## config.mk

```make
export PLATFORM = sky130hd
export DESIGN_NAME = iic_arbiter
export DESIGN_NICKNAME = d
export VERILOG_FILES = /design/src/rtl/iic_arbiter.sv
export SDC_FILE = /design/constraint.sdc
export NUM_CORES = 1
export LEC_CHECK = 0
export CAP_MARGIN = 20
export CORE_ASPECT_RATIO = 1.25
export CORE_MARGIN = 2
export CORE_UTILIZATION = 34
export DETAILED_ROUTE_END_ITERATION = 7
export PLACE_DENSITY = 0.75
export SLEW_MARGIN = 20
export SYNTH_ARGS = -nofsm -noshare
export SYNTH_HDL_FRONTEND = slang
export SYNTH_SLANG_ARGS = --single-unit
```

## constraint.sdc

```tcl
create_clock -name clk -period 2.6 [get_ports clk]
set_clock_uncertainty 0.2 [all_clocks]
set_input_delay 0.52 -clock clk [delete_from_list [all_inputs] [get_ports clk]]
set_output_delay 0.52 -clock clk [all_outputs]
set_load 0.01 [all_outputs]
```

## src/rtl/iic_arbiter.sv

```systemverilog
// Round-robin arbiter in front of one shared I2C register-write master.
// Retries NACKed writes after a back-off gap and reports done/err per requester.
module iic_arbiter #(
  parameter int MAX_RETRY = 3,
  parameter int RETRY_GAP = 3000
) (
  input  logic       clk,
  input  logic       rst,
  input  logic       req0_valid,
  input  logic [6:0] req0_slave,
  input  logic [7:0] req0_reg,
  input  logic [7:0] req0_data,
  output logic       req0_ready,
  output logic       req0_done,
  output logic       req0_err,
  input  logic       req1_valid,
  input  logic [6:0] req1_slave,
  input  logic [7:0] req1_reg,
  input  logic [7:0] req1_data,
  output logic       req1_ready,
  output logic       req1_done,
  output logic       req1_err,
  output logic       m_valid,
  output logic [6:0] m_slave,
  output logic [7:0] m_reg,
  output logic [7:0] m_data,
  input  logic       m_ready,
  input  logic       m_done,
  input  logic       m_nack,
  output logic       busy
);

  localparam int GW = $clog2(RETRY_GAP + 1);

  typedef enum logic [2:0] {
    IDLE,
    ISSUE,
    WAIT,
    BACKOFF,
    RESP
  } state_e;

  state_e        state_q;
  logic          last_q;
  logic          grant_q;
  logic          err_q;
  logic [3:0]    retry_q;
  logic [GW-1:0] gap_q;
  logic [6:0]    slave_q;
  logic [7:0]    reg_q;
  logic [7:0]    data_q;

  logic any_v;
  logic sel;
  logic idle;

  // On a tie the requester that did not win last time is chosen.
  always_comb begin
    any_v = req0_valid | req1_valid;
    sel   = (req0_valid & req1_valid) ? ~last_q : req1_valid;
    idle  = (state_q == IDLE);
  end

  assign req0_ready = idle & any_v & ~sel & ~rst;
  assign req1_ready = idle & any_v & sel & ~rst;

  assign req0_done = (state_q == RESP) & ~grant_q;
  assign req1_done = (state_q == RESP) & grant_q;
  assign req0_err  = req0_done & err_q;
  assign req1_err  = req1_done & err_q;

  assign m_valid = (state_q == ISSUE);
  assign m_slave = slave_q;
  assign m_reg   = reg_q;
  assign m_data  = data_q;
  assign busy    = ~idle;

  always_ff @(posedge clk or posedge rst) begin
    if (rst) begin
      state_q <= IDLE;
      last_q  <= 1'b1;
      grant_q <= 1'b0;
      err_q   <= 1'b0;
      retry_q <= '0;
      gap_q   <= '0;
      slave_q <= '0;
      reg_q   <= '0;
      data_q  <= '0;
    end else begin
      unique case (state_q)
        IDLE: begin
          if (any_v) begin
            grant_q <= sel;
            slave_q <= sel ? req1_slave : req0_slave;
            reg_q   <= sel ? req1_reg : req0_reg;
            data_q  <= sel ? req1_data : req0_data;
            retry_q <= '0;
            state_q <= ISSUE;
          end
        end
        ISSUE: begin
          if (m_ready) state_q <= WAIT;
        end
        WAIT: begin
          if (m_done) begin
            if (!m_nack) begin
              err_q   <= 1'b0;
              state_q <= RESP;
            end else if (retry_q < 4'(MAX_RETRY)) begin
              retry_q <= retry_q + 4'd1;
              gap_q   <= GW'(RETRY_GAP);
              state_q <= BACKOFF;
            end else begin
              err_q   <= 1'b1;
              state_q <= RESP;
            end
          end
        end
        BACKOFF: begin
          gap_q <= gap_q - 1'b1;
          if (gap_q == GW'(1)) state_q <= ISSUE;
        end
        RESP: begin
          last_q  <= grant_q;
          state_q <= IDLE;
        end
        default: state_q <= IDLE;
      endcase
    end
  end

endmodule

```

==> metrics.txt, run 1 <==
outcome complete, no violations; Yosys cell types 43; CP Capture Type output port; switching share of power 0.357; fin nets 354; Fin Setup TNS 0 ns; ant diodes 0; mapped cell area 2170 µm²; Fill cells 573; fin. max-slew vios 0; Core ar. 6170 µm²; number of failing hold endpoints at the final stage 0; Routed Antenna Nets 0; FFs w/ async S/R, synth 1.00; Pre-antenna DRT Iters 5; period utilization 0.964; standard-cell rows 32; Mapped Nets 261; relative slew slack 0.597; Synth Flop Type dfrtp_1; Hold Crit Class flop to flop; Post-DP HPWL 4080 µm; Logic pwr share 0.462; Seq/Total Area, Yosys 0.520; number of flops mapped to enable cells by yosys 0; Die Wd about 75 µm; WP data arrival approximately 1.8 ns; worst setup margin 0.0926 ns; port buffer count between 80 and 90; Starting DRT DRC Count 121; Yosys reg bits between 40 and 50; Overflow after GRT 0; CTS tree yes; CTS buffer count 5; CP max FO 7; largest cells by area after synthesis dfrtp_1, a222oi_1, inv_1; number of max-cap violations 0; Pleak ~0.0015 µW; die area 7040 µm²; drt via density 5.27; WL final between 5000 and 6000 µm; area leader, netlist dfrtp_1; Power Dens Cells 1000 nW/µm²; Clock power frac 0.168; Synthesis Warnings 0; Clock Latency Late Sink 0.29 ns; Cells after Synth 205; layout cells sized above 1 0.124; Die Height 93.3 µm; maximum VDD drop around 0.54 mV; clk buf depth 2; CTS Hold Buffers Added 0; via count 2022; NetSw 1170 µW; Setup-failing EPs final 0; first-pass GRT wire length 9370 µm; biggest cell delay along the critical path about 0.60 ns; CTS sink cnt 45; Required @ worst endpoint roughly 1.9 ns; RD Place Congestion 0.769; routed len/inst 14.5 µm; drc violations 0; initial antenna violation count 0; Tmin final 2.51 ns; synthesized area per cell approximately 11 µm²; Seq pwr share 0.369; crit path cell chain buf_4 > nor3b_1 > clkdlybuf4s50_1; vias in the first global route 2030; clock root buffer master clkbuf_8; clock-pin slew on the worst setup and hold paths roughly 0.080 ns; largest net degree at the start of global routing 29; share of the synthesized area in the top cell type 0.507; Tightest Pin Transition 0.602 ns; Initial Util 0.352; worst setup path category flop to output port; internal power between 2000 and 2500 µW; io pins 84; RSZ-0062 raised after global routing no; P&R area growth vs syn 51.6%; total power between 3000 and 4000 µW; max FFs per register 12; Worst setup SP type flop; Max Fclk 399 MHz; Slowest cell on crit path clkdlybuf4s50_1; gr usage total 0.173; H-tree depth 2; pre-CTS setup slack -0.0417 ns
[cell type report]
type / instances / area (µm²) / area share
clock buffers: 6 / 82.6 / 0.0251
multi-input cells: 120 / 888 / 0.270
clock inverters: 2 / 37.5 / 0.0114
repair buffers: 98 / 942 / 0.286
flip-flops and latches: 45 / 1130 / 0.343
inverters: 28 / 105 / 0.0320
well taps: 85 / 106 / 0.0323
[synthesized netlist by cell type, types with 2 or more instances]
| cell type | instances |
|---|---|
| dfrtp_1 | 44 |
| inv_1 | 28 |
| a222oi_1 | 23 |
| nand2_1 | 9 |
| nor2_1 | 9 |
| a21oi_1 | 7 |
| nand3_1 | 7 |
| o21ai_0 | 7 |
| or3_1 | 6 |
| and2_1 | 5 |
| buf_2 | 5 |
| clkbuf_1 | 4 |
| nor3_1 | 4 |
| nor4_1 | 4 |
| a21o_1 | 3 |
| and3_1 | 3 |
| ha_1 | 3 |
| nand2b_1 | 3 |
| o31ai_1 | 3 |
| or4_1 | 3 |
| buf_6 | 2 |
| mux2i_1 | 2 |
[what timing repair did]
| action | in CTS | in global routing |
|---|---|---|
| hold endpoints to repair | 0 | 0 |
| setup buffers | 1 | 1 |
| endpoints found under the setup margin | 4 | 2 |
| gates resized for setup | 5 | 2 |
[through the flow]
step / std cells / instance area [µm²] / util / hold WS, ns
2_1_floorplan: 205 / 2170 / - / 0.250
3_3_place_gp: 374 / 3140 / 0.510 / 0.265
3_5_place_dp: 374 / 3140 / 0.510 / 0.274
4_1_cts: 383 / 3280 / 0.531 / 0.290
5_1_grt: 384 / 3290 / 0.533 / 0.325
6_report: 384 / 3290 / 0.533 / 0.285
[power by group through the flow]
| stage | Combinational, µW | Sequential (µW) | Clock, µW |
|---|---|---|---|
| 2_1_floorplan | 753 | 1280 | 0 |
| 3_3_place_gp | 1440 | 1220 | 0 |
| 3_5_place_dp | 1490 | 1220 | 0 |
| 4_1_cts | 1510 | 1220 | 567 |
| 5_1_grt | 1680 | 1250 | 588 |
| 6_report | 1520 | 1220 | 553 |
[worst max-delay path: cells and delay by family (launching register included)]
family | cells | cell delay [ns]
flip-flops | 1 | 0.43
buffers and inverters | 2 | 0.77
AND/OR/NAND/NOR | 1 | 0.29
[layout by cell type (no fill, tap or decap), drive strengths merged, types with 2 or more instances in the layout]
cell type,instances
clkdlybuf4s50,79
dfrtp,44
inv,28
a222oi,23
buf,15
nand2,9
nor2,9
o21ai,8
a21oi,7
nand3,7
and2,7
or3,6
clkbuf,6
nor4,5
nor3,5
nand2b,3
o31ai,3
or4,3
a21o,3
ha,3
dlygate4sd2,3
and3,3
mux2i,2
or2,2
[kinds of logic after synthesis]
| kind of cell | Yosys count | synth area share |
|---|---|---|
| compound gates | 50 | 0.186 |
| mux | 2 | 0.00923 |
| simple gates | 65 | 0.189 |
| buf+inv | 40 | 0.0790 |
| fa+ha+maj | 3 | 0.0173 |
| flops | 45 | 0.520 |
[worst paths after layout]
path                       slack (ns)  cells past startpoint         to       start
max in group asynchronous        1.43                      3     last_q         rst
min reg2reg                      0.29                      1  gap_q[11]   gap_q[11]
max reg2reg                      0.49                      5   gap_q[7]  retry_q[0]
max                              0.09                      3    m_valid  state_q[2]
min in group asynchronous        0.37                      3  m_data[3]         rst
min                              0.29                      1  gap_q[11]   gap_q[11]
[per-layer routing]
metal / share of wire / vias to the layer above / track usage
met5: 0 / - / 0
met4: 0.019 / 0 / 0.0614
met3: 0.095 / 13 / 0.0603
met2: 0.50 / 94 / 0.280
met1: 0.39 / 971 / 0.211
li1: - / 944 / -
(Power assumes the default switching activity.)
==> inputs of run 2 (changes only) <==
--- a/config.mk
+++ b/config.mk
@@ -10,6 +10,7 @@
 export CORE_MARGIN = 2
 export CORE_UTILIZATION = 34
 export DETAILED_ROUTE_END_ITERATION = 7
+export GPL_TIMING_DRIVEN = 0
 export PLACE_DENSITY = 0.75
 export SLEW_MARGIN = 20
 export SYNTH_ARGS = -nofsm -noshare
==> metrics.txt, run 2 (synthesis results as in run 1) <==
via count 2005 (-0.84%); CTS buffer count 5 (unchanged); Required @ worst endpoint 1.88 ns (about the same); final core utilization 0.534 (+0.000609); max FFs per register 12 (unchanged); CP Capture Type output port; Tmin final 2.52 ns (+0.0120 ns); Placed Area 3130 µm² (-0.48%); first-pass GRT wire length 9680 µm (+3.3%); most common cell after layout, fill and taps aside clkdlybuf4s50_1; worst setup path category primary input to output port; outcome complete, no violations; clock-pin slew on the worst setup and hold paths 0.09 ns (about the same); vias in the first global route 2044 (+0.69%); Slowest cell on crit path clkdlybuf4s50_1; crit path cell chain clkdlybuf4s50_1 > and3_4 > buf_6 > and2_1 > dlygate4sd2_1; Die Wd 75.5 µm (unchanged); fin nets 356 (+0.56%); CTS Hold Buffers Added 0 (unchanged); reg2reg end gap_q[8]; met1 usage 0.212 (+0.00150); Logic pwr share 0.477 (+0.015); P&R area growth vs syn 51.8%; Core ar. 6170 µm² (unchanged); routed len/inst 14.7 µm (+1.3%); standard-cell rows 32 (unchanged); layout cells sized above 1 0.126 (+0.00250); WL final 5690 µm (+1.8%); cell family with most CP delay buffers and inverters; Fin Setup TNS 0 ns (unchanged); worst reg-to-reg path cell count 6 (+1); internal power 2010 µW (-5.0%); NetSw 1190 µW (+1.4%); hold depth 2 (+1); Reg2Reg Launch Point retry_q[0]; largest net degree at the start of global routing 31 (+6.9%); Pleak 0.00146 µW (-1.4%); Die Height 93.3 µm (unchanged); M3 GR Usage 0.0679 (+0.00754); die area 7040 µm² (unchanged); CTS sink cnt 45 (unchanged); period utilization 0.969 (+0.00463); maximum VDD drop 0.595 mV (+10%); number of failing hold endpoints at the final stage 0 (unchanged); Clock Latency Late Sink 0.30 ns (about the same); Worst setup SP type primary input; post-route design area 3290 µm² (+0.11%); port buffer count 83 (unchanged); gr usage total 0.179 (+0.00535); io pins 84 (unchanged); Setup-failing EPs final 0 (unchanged); Post-DP HPWL 4230 µm (+3.8%); Routed Antenna Nets 0 (unchanged); number of max-cap violations 0 (unchanged); Pre-antenna DRT Iters 7 (+2); Initial Util 0.352 (unchanged); commonest non-fill, non-tap cells in the layout clkdlybuf4s50_1, dfrtp_1, inv_1; Starting DRT DRC Count 149 (+23%); met2 Use GR 0.296 (+0.0152); CP max FO 10 (+3); WP buf/inv 3 (+1); biggest cell delay along the critical path 0.54 ns (-0.06 ns); Hold Startpoint m_slave[5]; RD Place Congestion 0.787 (+2.4%); fin. max-slew vios 0 (unchanged); relative slew slack 0.478 (-0.120); Power Dens Cells 972 nW/µm² (-2.8%); ant diodes 0 (unchanged); H-tree depth 2 (unchanged); R2R Setup Slk 0.36 ns (-0.13 ns); drc violations 0 (unchanged); initial antenna violation count 0 (unchanged); Tightest Pin Transition 0.778 ns (+0.176 ns); Hold Crit Class flop to flop; CTS tree yes; Top Usage Layer GRT met2; drt via density 5.19 (-1.4%); Max Fclk 397 MHz (-0.48%); Overflow after GRT 0 (unchanged); switching share of power 0.372 (+0.0151); WP data arrival 1.80 ns (about the same); Clock power frac 0.135 (-0.033); Worst Hold End m_slave[5]; RSZ-0062 raised after global routing no; clock root buffer master clkbuf_8; clk buf depth 2 (unchanged); Seq pwr share 0.388 (+0.019)
-- run 2: changes by cell type in the layout (fill, tap and decap cells not counted), moves of 2 or more --
cell / delta
buf_6: +3
and3_1: -2
buf_2: +2
clkinv_2: +2
and3_4: +2
dlygate4sd2_1: +2
buf_4: -7
clkbuf_1: +2
-- run 2: power by group through the flow --
stage | combinational [µW] | sequential (µW) | clock (µW)
after floorplan | 753 | 1280 | 0
after global placement | 1440 | 1230 | 0
after detailed placement | 1480 | 1240 | 0
final | 1530 | 1240 | 432
after global routing | 1700 | 1280 | 473
after CTS | 1510 | 1250 | 444
-- run 2: worst register-to-register path, delay by kind of cell (launching register included) --
family,cells,cell delay (ns)
adder cells (fa/ha/maj),1,0.25
buffers and inverters,1,0.19
multiplexers,1,0.23
flip-flops,1,0.40
AO/OA/AOI/OAI,1,0.23
AND/OR/NAND/NOR,2,0.66
-- run 2: final cells by class --
cell class,count,area (µm²)
fillers,563,2870
flip-flops and latches,45,1130
repair buffers,91,905
multi-input cells,120,895
inverters,28,110
well taps,85,106
clock buffers,5,68.8
plain buffers,9,62.6
clock inverters,3,17.5
-- run 2: what timing repair did --
item	CTS	global route
endpoints found under the hold margin	0	0
resized for setup	18	2
endpoints found under the setup margin	4	1
pin swaps	1	2
buffers inserted	1	6
-- run 2: worst max path at each step --
stage | startpoint | end | slack [ns] | cells after the start
CTS | state_q[1] | req0_ready | 0.01 | 5
global route | state_q[0] | req0_done | 0.009 | 5
global placement | rst | req0_ready | -1.26 | 4
finish | req0_valid | req0_ready | 0.08 | 5
detailed placement | req0_valid | req1_ready | -0.60 | 7
floorplan | rst | req0_ready | 0.10 | 2
-- run 2: metrics by stage --
step           power, µW  hold slack [ns]  setup slack [ns]  instances
3_3_place_gp        2670            0.265             -1.26        373
4_1_cts             3200            0.303            0.0119        380
6_report            3200            0.295            0.0805        386
5_1_grt             3460            0.319           0.00888        386
3_5_place_dp        2720            0.278            -0.599        374
2_1_floorplan       2030            0.250             0.102        205
-- run 2: per-layer routing --
layer | vias up | part of all wire
li1 | 952 | -
met1 | 971 | 0.38
met2 | 77 | 0.52
met3 | 5 | 0.086
met4 | 0 | 0.014
met5 | - | 0
==> inputs of run 3 (changes only) <==
--- a/config.mk
+++ b/config.mk
@@ -8,10 +8,10 @@
 export CAP_MARGIN = 20
 export CORE_ASPECT_RATIO = 1.25
 export CORE_MARGIN = 2
-export CORE_UTILIZATION = 34
+export CORE_UTILIZATION = 40
 export DETAILED_ROUTE_END_ITERATION = 7
 export GPL_TIMING_DRIVEN = 0
-export PLACE_DENSITY = 0.75
+export PLACE_DENSITY = 0.84
 export SLEW_MARGIN = 20
 export SYNTH_ARGS = -nofsm -noshare
 export SYNTH_HDL_FRONTEND = slang
==> metrics.txt, run 3 (synthesis results as in run 1) <==
H-tree depth 2 (unchanged); Pleak 0.00149 µW (+1.7%); relative slew slack 0.515 (+0.0372); routed len/inst 15.8 µm (+7.5%); maximum VDD drop 0.554 mV (-7.0%); drc violations 0 (unchanged); Pre-antenna DRT Iters 6 (-1); drt via density 5.55 (+6.8%); via count 1998 (-0.35%); worst setup path category flop to output port; Max Fclk 397 MHz (about the same); Routed Antenna Nets 0 (unchanged); fin nets 351 (-1.4%); max FFs per register 12 (unchanged); die area 6030 µm² (-14%); number of failing hold endpoints at the final stage 0 (unchanged); clk buf depth 2 (unchanged); standard-cell rows 30 (-6.3%); P&R area growth vs syn 48.7%; Power Dens Cells 991 nW/µm² (+1.9%); largest net degree at the start of global routing 34 (+9.7%); worst reg-to-reg path cell count 6 (unchanged); Post-DP HPWL 4270 µm (+0.84%); port buffer count 83 (unchanged); number of max-cap violations 0 (unchanged); most common cell after layout, fill and taps aside clkdlybuf4s50_1; Core ar. 5330 µm² (-14%); initial antenna violation count 0 (unchanged); clock root buffer master clkbuf_8; M3 GR Usage 0.0860 (+0.0182); Clock Latency Late Sink 0.30 ns (about the same); Worst setup SP type flop; CTS buffer count 5 (unchanged); WL final 5700 µm (+0.23%); period utilization 0.970 (about the same); CTS tree yes; Tightest Pin Transition 0.723 ns (-0.0554 ns); CP Capture Type output port; Fin Setup TNS 0 ns (unchanged); RD Place Congestion 0.757 (-3.8%); gr usage total 0.207 (+0.0286); Top Usage Layer GRT met2; Setup-failing EPs final 0 (unchanged); Layout Cells excl Fill 360 (-6.7%); outcome complete, no violations; Tmin final 2.52 ns (+0.00158 ns); CP max FO 10 (unchanged); fin. max-slew vios 0 (unchanged); RSZ-0062 raised after global routing yes; Placed Cells 353 (-5.6%); Die Height 86.3 µm (-7.5%); CTS Hold Buffers Added 0 (unchanged); layout cells sized above 1 0.101 (-0.0249); commonest non-fill, non-tap cells in the layout clkdlybuf4s50_1, dfrtp_1, inv_1; vias in the first global route 2101 (+2.8%); WP data arrival 1.80 ns (about the same); Die Wd 69.9 µm (-7.4%); CTS sink cnt 45 (unchanged); Overflow after GRT 0 (unchanged); met2 Use GR 0.347 (+0.0515); final core utilization 0.605 (+0.0711); clock-pin slew on the worst setup and hold paths 0.08 ns (about the same); io pins 84 (unchanged); Hold Crit Class primary input to async pin; Required @ worst endpoint 1.88 ns (about the same); Starting DRT DRC Count 200 (+34%); ant diodes 0 (unchanged); first-pass GRT wire length 10000 µm (+3.8%); Initial Util 0.407 (+0.0552); met1 usage 0.249 (+0.0370)
## run 3: changes by cell type in the layout (fill, tap and decap cells not counted), moves of 2 or more
| cell | previous run | this run |
|---|---|---|
| clkdlybuf4s50_1 | 78 | 75 |
| clkinv_2 | 2 | 0 |
| clkbuf_1 | 2 | 4 |
| buf_4 | 8 | 2 |
| dlymetal6s2s_1 | 0 | 3 |
## run 3: final timing paths
| kind | start | end | slack (ns) |
|---|---|---|---|
| max in group asynchronous | rst | last_q | 1.42 |
| max | state_q[1] | req0_ready | 0.08 |
| min reg2reg | gap_q[11] | gap_q[11] | 0.30 |
| min | rst | m_data[1] | 0.28 |
| min in group clk | gap_q[11] | gap_q[11] | 0.30 |
| max reg2reg | retry_q[0] | gap_q[2] | 0.44 |
## run 3: power by group
| part | total (µW) | internal [µW] | switching, µW |
|---|---|---|---|
| combinational | 1510 | 805 | 701 |
| sequential | 1250 | 1000 | 245 |
| clock | 445 | 217 | 228 |
| total | 3200 | 2020 | 1170 |
## run 3: stage by stage
step / power (µW) / worst slack, ns / area, µm² / hold WS, ns
2_1_floorplan: 2030 / 0.102 / 2170 / 0.250
5_1_grt: 3450 / -0.0261 / 3230 / 0.302
6_report: 3200 / 0.0789 / 3230 / 0.279
3_5_place_dp: 2710 / -0.631 / 3100 / 0.285
4_1_cts: 3190 / 0.0192 / 3210 / 0.282
3_3_place_gp: 2660 / -1.23 / 3080 / 0.265
## run 3: layout make-up
cell class,count,area [µm²]
fill,434,2100
tap,64,80.1
sequential,45,1130
inverter,28,108
multi-input combinational,120,892
buffer,9,60.1
timing repair buffer,86,867
clock buffer,8,90.1
## run 3: critical path, stage by stage (launching register included)
cell           delay (ns)
dfrtp_2              0.48
nor3_4               0.21
and3_4               0.25
buf_6                0.15
and2_1               0.13
dlygate4sd2_1        0.28
## run 3: repair_timing
| action | in CTS | in global routing |
|---|---|---|
| gates resized for setup | 12 | 6 |
| setup buffers | 2 | 0 |
| setup endpoints to repair | 4 | 4 |
| pin swaps | 1 | 0 |
| cloned | 0 | 0 |
## run 3: metal layers
| metal | vias to the layer above | routed length, µm | part of all wire |
|---|---|---|---|
| met5 | - | 0 | 0 |
| met4 | 0 | 70 | 0.012 |
| li1 | 937 | - | - |
| met2 | 92 | 2910 | 0.51 |
| met3 | 6 | 599 | 0.11 |
| met1 | 963 | 2130 | 0.37 |
